===== config.mk =====
export PLATFORM = sky130hd
export DESIGN_NAME = mem_cmd_master
export DESIGN_NICKNAME = d
export VERILOG_FILES = /design/src/rtl/mem_cmd_master.sv
export SDC_FILE = /design/constraint.sdc
export NUM_CORES = 1
export LEC_CHECK = 0
export BUFFER_PORTS_ARGS = -buffer_cell sky130_fd_sc_hd__buf_2
export CELL_PAD_IN_SITES_DETAIL_PLACEMENT = 1
export CELL_PAD_IN_SITES_GLOBAL_PLACEMENT = 2
export CORE_UTILIZATION = 38
export DETAILED_ROUTE_END_ITERATION = 10
export GPL_TIMING_DRIVEN = 0
export PLACE_DENSITY_LB_ADDON = 0.1
export SYNTH_ARGS = -nofsm -noshare
export SYNTH_HDL_FRONTEND = slang
export SYNTH_SLANG_ARGS = --single-unit

===== constraint.sdc =====
create_clock -name clk -period 2.2 [get_ports clk]
set_clock_uncertainty 0.2 [all_clocks]
set_input_delay 0.22 -clock clk [delete_from_list [all_inputs] [get_ports clk]]
set_output_delay 0.22 -clock clk [all_outputs]
set_load 0.02 [all_outputs]

===== src/rtl/mem_cmd_master.sv =====
// Buffers client read/write commands in a FIFO and issues them one at a time to a single-port memory.
// Latency: read pushed into an empty FIFO returns rsp_valid 4 cycles later; one command per 3 cycles.
// Backpressure: cmd_ready drops when the FIFO is full; responses have none (client must take rsp_valid).
module mem_cmd_master #(
   parameter int ADDR_WIDTH = 8,
   parameter int WIDTH      = 32,
   parameter int FIFO_DEPTH = 4,
   parameter int TIMEOUT    = 15
) (
   input  logic                  clk,
   input  logic                  rst,
   input  logic                  cmd_valid,
   output logic                  cmd_ready,
   input  logic                  cmd_wr_rd,
   input  logic [ADDR_WIDTH-1:0] cmd_addr,
   input  logic [WIDTH-1:0]      cmd_wdata,
   output logic                  rsp_valid,
   output logic [WIDTH-1:0]      rsp_data,
   output logic [ADDR_WIDTH-1:0] rsp_addr,
   output logic                  m_valid,
   output logic                  m_wr_rd,
   output logic [ADDR_WIDTH-1:0] m_addr,
   output logic [WIDTH-1:0]      m_wdata,
   input  logic                  m_ready,
   input  logic [WIDTH-1:0]      m_rdata,
   output logic                  busy,
   output logic                  err
);

   localparam int PTR_W = $clog2(FIFO_DEPTH);
   localparam int CNT_W = $clog2(FIFO_DEPTH + 1);
   localparam int TMR_W = $clog2(TIMEOUT + 1);
   localparam int ENT_W = 1 + ADDR_WIDTH + WIDTH;

   typedef enum logic {
      ST_IDLE = 1'b0,
      ST_WAIT = 1'b1
   } state_t;

   // Each entry holds {wr_rd, addr, wdata}
   logic [ENT_W-1:0] fifo_mem [FIFO_DEPTH];
   logic [PTR_W-1:0] wr_ptr;
   logic [PTR_W-1:0] rd_ptr;
   logic [CNT_W-1:0] count;
   logic             full;
   logic             empty;
   logic             push;
   logic             pop;
   logic             rdy_en;

   state_t           state;
   logic [TMR_W-1:0] timer;

   // rdy_en keeps cmd_ready low during reset without routing rst into the datapath.
   // cmd_ready depends only on the current count, so a pop never frees a slot in the same cycle.
   assign full      = (count == CNT_W'(FIFO_DEPTH));
   assign empty     = (count == '0);
   assign cmd_ready = rdy_en & ~full;
   assign push      = cmd_valid & cmd_ready;
   assign pop       = (state == ST_IDLE) & ~empty;
   assign busy      = ~empty | (state != ST_IDLE);

   // Command storage; contents need no reset since count gates every read.
   always_ff @(posedge clk) begin
      if (push) begin
         fifo_mem[wr_ptr] <= {cmd_wr_rd, cmd_addr, cmd_wdata};
      end
   end

   // Wrapping pointers and occupancy count; simultaneous push and pop leaves count unchanged.
   always_ff @(posedge clk or negedge rst) begin
      if (!rst) begin
         wr_ptr <= '0;
         rd_ptr <= '0;
         count  <= '0;
         rdy_en <= 1'b0;
      end else begin
         rdy_en <= 1'b1;
         if (push) begin
            wr_ptr <= wr_ptr + 1'b1;
         end
         if (pop) begin
            rd_ptr <= rd_ptr + 1'b1;
         end
         case ({push, pop})
            2'b10:   count <= count + 1'b1;
            2'b01:   count <= count - 1'b1;
            default: count <= count;
         endcase
      end
   end

   // Issue FSM: one-cycle m_valid pulse, wait for m_ready or time out, registered response.
   always_ff @(posedge clk or negedge rst) begin
      if (!rst) begin
         state     <= ST_IDLE;
         timer     <= '0;
         m_valid   <= 1'b0;
         m_wr_rd   <= 1'b0;
         m_addr    <= '0;
         m_wdata   <= '0;
         rsp_valid <= 1'b0;
         rsp_data  <= '0;
         rsp_addr  <= '0;
         err       <= 1'b0;
      end else begin
         rsp_valid <= 1'b0;
         case (state)
            ST_IDLE: begin
               if (pop) begin
                  {m_wr_rd, m_addr, m_wdata} <= fifo_mem[rd_ptr];
                  m_valid <= 1'b1;
                  timer   <= '0;
                  state   <= ST_WAIT;
               end
            end
            ST_WAIT: begin
               // m_valid is still high only on the first WAIT edge, where the
               // memory is sampling the request and m_ready is not yet meaningful.
               if (m_valid) begin
                  m_valid <= 1'b0;
                  timer   <= timer + 1'b1;
               end else if (m_ready) begin
                  if (!m_wr_rd) begin
                     rsp_valid <= 1'b1;
                     rsp_data  <= m_rdata;
                     rsp_addr  <= m_addr;
                  end
                  state <= ST_IDLE;
               end else if (timer == TMR_W'(TIMEOUT)) begin
                  // Give up on this command: flag it and move on without a response.
                  err   <= 1'b1;
                  state <= ST_IDLE;
               end else begin
                  timer <= timer + 1'b1;
               end
            end
            default: begin
               state <= ST_IDLE;
            end
         endcase
      end
   end

endmodule

==> out/summary.log <==
[pwr] worst vdd ir 0.000743 V
[layout] leading cell types in the layout, fill and taps excluded edfxtp_1 (164), buf_2 (163), dfrtp_1 (95), dlygate4sd3_1 (76), mux2_2 (69)
[routing] vias per inst 4.80
[worst_setup_path] data arrival time of the worst path 2.39 ns
[floorplan] starting density of the core 0.389
[global_routing] global-route wire length before repair 33300 um
[global_routing] total global routing track utilization 0.166
[worst_setup_path] data required time of the critical path 2.45 ns
[worst_setup_path] top fanout value on the critical path 4
[layout] most common cell after layout, fill and taps aside edfxtp_1
[synthesis] cell area after synthesis 9850 um^2
[floorplan] area of the die 26600 um^2
[layout] fin nets 829
[synthesis] largest area contributor in the netlist edfxtp_1
[timing] fraction of the cycle the final worst path needs 0.974
[clocking] Clock Latency Late Sink 0.53 ns
[synthesis] #FFs+latches synth 261
[global_routing] pin count of the biggest net entering global routing 53
[routing] Routed WL per cell 19.4 um
[synthesis] Post-Syn Nets 547
[floorplan] number of rows created at floorplan 58
[clocking] CTS clk-pin slew, worst paths 0.06 ns
[clocking] Root Buffer clkbuf_16
[synthesis] Yosys Warn Count 0
[global_routing] number of antenna violations at the first check in global routing 0
[clocking] H-tree depth 1
[timing] tightest slew margin relative to the limit 0.473
[layout] Ant. Diodes 0
[synthesis] proportion of netlist area held by the largest area contributor 0.500
[worst_setup_path] endpoint class of the critical path register
[timing] Finish-stage setup viols 0
[pwr] post-layout total power 18.2 mW
[timing] maximum clock frequency 467 MHz
[timing] time the worst path needs with I/O delays and setup 2.14 ns
[floorplan] I/O pin count 163
[routing] antenna viol nets, final 0
[timing] Final Hold Vio Count 0
[synthesis] number of instances in the synthesized netlist 463
[flow_run] number of max-capacitance violations reported 0
[clocking] clock buffers created by TritonCTS 29
[timing] transition time at the pin with the least slew margin 0.791 ns
[min_path] kind of path behind the tightest hold check primary input to asynchronous set/reset pin
[synthesis] synthesized area per cell 21.3 um^2
[timing] max-slew violation total from the final report 0
[worst_setup_path] startpoint type of the worst setup path register
[placed_design] pre-CTS worst setup slack -0.450 ns
[placed_design] RD Place Congestion 0.704
[routing] detailed-route DRC error count 0
[synthesis] largest cells by area after synthesis edfxtp_1 (50%), dfrtp_1 (25%), mux4_2 (8.7%)
[floorplan] placeable core region 25300 um^2
[routing] via count of the routed design 5268
[clocking] CTS tree done
[timing] Worst Hold Margin 0.125 ns
[clocking] number of buffers between clock root and the deepest sink 3
[routing] Pre-Repair DR Iteration Count 4
[pwr] power density over the cells 1400 nW/um^2
[floorplan] vertical extent of the die 163 um
[placed_design] Final HPWL DP 12500 um
[clocking] total number of clock tree sinks 261
[worst_setup_path] path type of the worst setup path register to register
[layout] area growth from synthesis to layout 31.8%
[layout] fraction of final layout cells sized beyond drive strength 1 0.479
[routing] drt first-iter violations 165
[outcome] status finished, final reports clean
[floorplan] width of the chip 163 um
[global_routing] number of global-route vias before repair 5834
[worst_setup_path] worst-case reg-to-reg path depth 8
[synthesis] synth unique cells 39
[timing] least setup slack across all paths after layout 0.0581 ns
[placed_design] buffers added on ports 162
[global_routing] final global-route overflow total 0
[synthesis] Seq/Total Area, Yosys 0.746
[timing] unrepaired setup endpoints after global routing yes
[pwr] leakage power of the design 5.08 nW
[routing] detailed-route wire length 21300 um
-- per-layer routing --
| layer | routed length (um) | up-vias | GRT usage | part of all wire |
|---|---|---|---|---|
| li1 | - | 2390 | - | - |
| met1 | 9310 | 2699 | 0.217 | 0.44 |
| met2 | 10400 | 150 | 0.280 | 0.49 |
| met3 | 1240 | 29 | 0.0386 | 0.058 |
| met4 | 397 | 0 | 0.0387 | 0.019 |
| met5 | 0 | - | 0 | 0 |
-- per-stage QoR --
step | utilization | area [um^2] | std cells | TNS (ns)
final | 0.513 | 13000 | 1098 | 0
after global routing | 0.513 | 13000 | 1098 | -0.0233
after CTS | 0.510 | 12900 | 1092 | -0.00266
after detailed placement | 0.439 | 11100 | 956 | -67.05
after global placement | 0.438 | 11100 | 955 | -124.80
after floorplan | - | 9860 | 463 | 0
-- critical path, cell delays in order (launching register included) --
cell     delay, ns
dfrtp_2       0.46
o311a_4       0.40
inv_2         0.07
ha_4          0.13
inv_1         0.05
fa_2          0.33
xor2_1        0.15
nor2_1        0.13
xnor2_1       0.14
-- path summary, 6_finish.rpt --
path	slack, ns	end	startpoint
setup reg to reg	0.06	count[2]$_DFFE_PN0P_	count[1]$_DFFE_PN0P_
hold reg to reg	0.29	err$_DFFE_PN0P_	err$_DFFE_PN0P_
max in group asynchronous	0.98	m_wdata[2]$_DFFE_PN0P_	rst
min in group clk	0.23	fifo_mem[0][22]$_DFFE_PP_	cmd_wdata[22]
hold / removal	0.12	rsp_data[23]$_DFFE_PN0P_	rst
setup / recovery	0.06	count[2]$_DFFE_PN0P_	count[1]$_DFFE_PN0P_
-- what timing repair did --
item	4_1_cts	5_1_grt
buffers inserted	6	6
pin swaps	5	4
hold endpoints to repair	253	0
gates resized for setup	14	6
setup endpoints to repair	167	10
hold buffers	76	0
-- cell usage after synthesis --
| cell | count |
|---|---|
| a21oi_1 | 3 |
| a311oi_1 | 1 |
| a31o_2 | 1 |
| a31oi_1 | 1 |
| a32o_1 | 2 |
| a41o_1 | 1 |
| and2_1 | 5 |
| and3_1 | 1 |
| buf_2 | 2 |
| buf_6 | 13 |
| clkbuf_1 | 4 |
| conb_1 | 1 |
| dfrtp_1 | 97 |
| edfxtp_1 | 164 |
| fa_1 | 1 |
| ha_1 | 6 |
| inv_1 | 9 |
| mux2_1 | 6 |
| mux2_2 | 69 |
| mux2_4 | 7 |
| mux2i_1 | 1 |
| mux4_1 | 3 |
| mux4_2 | 38 |
| nand2_1 | 3 |
| nand2b_4 | 1 |
| nor2_1 | 3 |
| nor2_2 | 1 |
| nor2b_1 | 1 |
| nor3_2 | 1 |
| nor3b_1 | 1 |
| nor3b_4 | 1 |
| nor4_1 | 1 |
| o211ai_1 | 1 |
| o21ai_0 | 3 |
| o311a_1 | 1 |
| o31a_1 | 1 |
| or3_1 | 2 |
| xnor2_1 | 3 |
| xor2_1 | 3 |
-- where the power goes --
part	total [mW]	leakage, nW	switching (mW)	internal [mW]
combinational	6.20	1.97	3.21	3.00
clock	4.81	0.476	1.90	2.91
sequential	7.15	2.63	0.641	6.51
-- kinds of logic after synthesis --
family,Yosys count,synth area share
AO/OA/AOI/OAI,15,0.0112
XOR/XNOR,6,0.00533
adder cells (fa/ha/maj),7,0.00965
buffers and inverters,28,0.0208
flip-flops,261,0.746
multiplexers,124,0.192
other,1,0.000381
AND/OR/NAND/NOR,21,0.0143
-- state kept, by name (all words and copies together), names as in the netlist --
signal / cells
fifo_mem: 164
m_wdata: 32
rsp_data: 32
m_addr: 8
rsp_addr: 8
timer: 4
count: 3
rd_ptr: 2
wr_ptr: 2
err: 1
m_valid: 1
m_wr_rd: 1
rdy_en: 1
rsp_valid: 1
state: 1
-- layout make-up --
class	count	area, um^2
buffer	19	181
clock buffer	33	751
clock inverter	21	205
fill	2363	12300
inverter	9	33.8
multi-input combinational	174	2360
sequential	261	7350
tap	330	413
timing repair buffer	251	1690
Power figures use the tool's default switching activity.
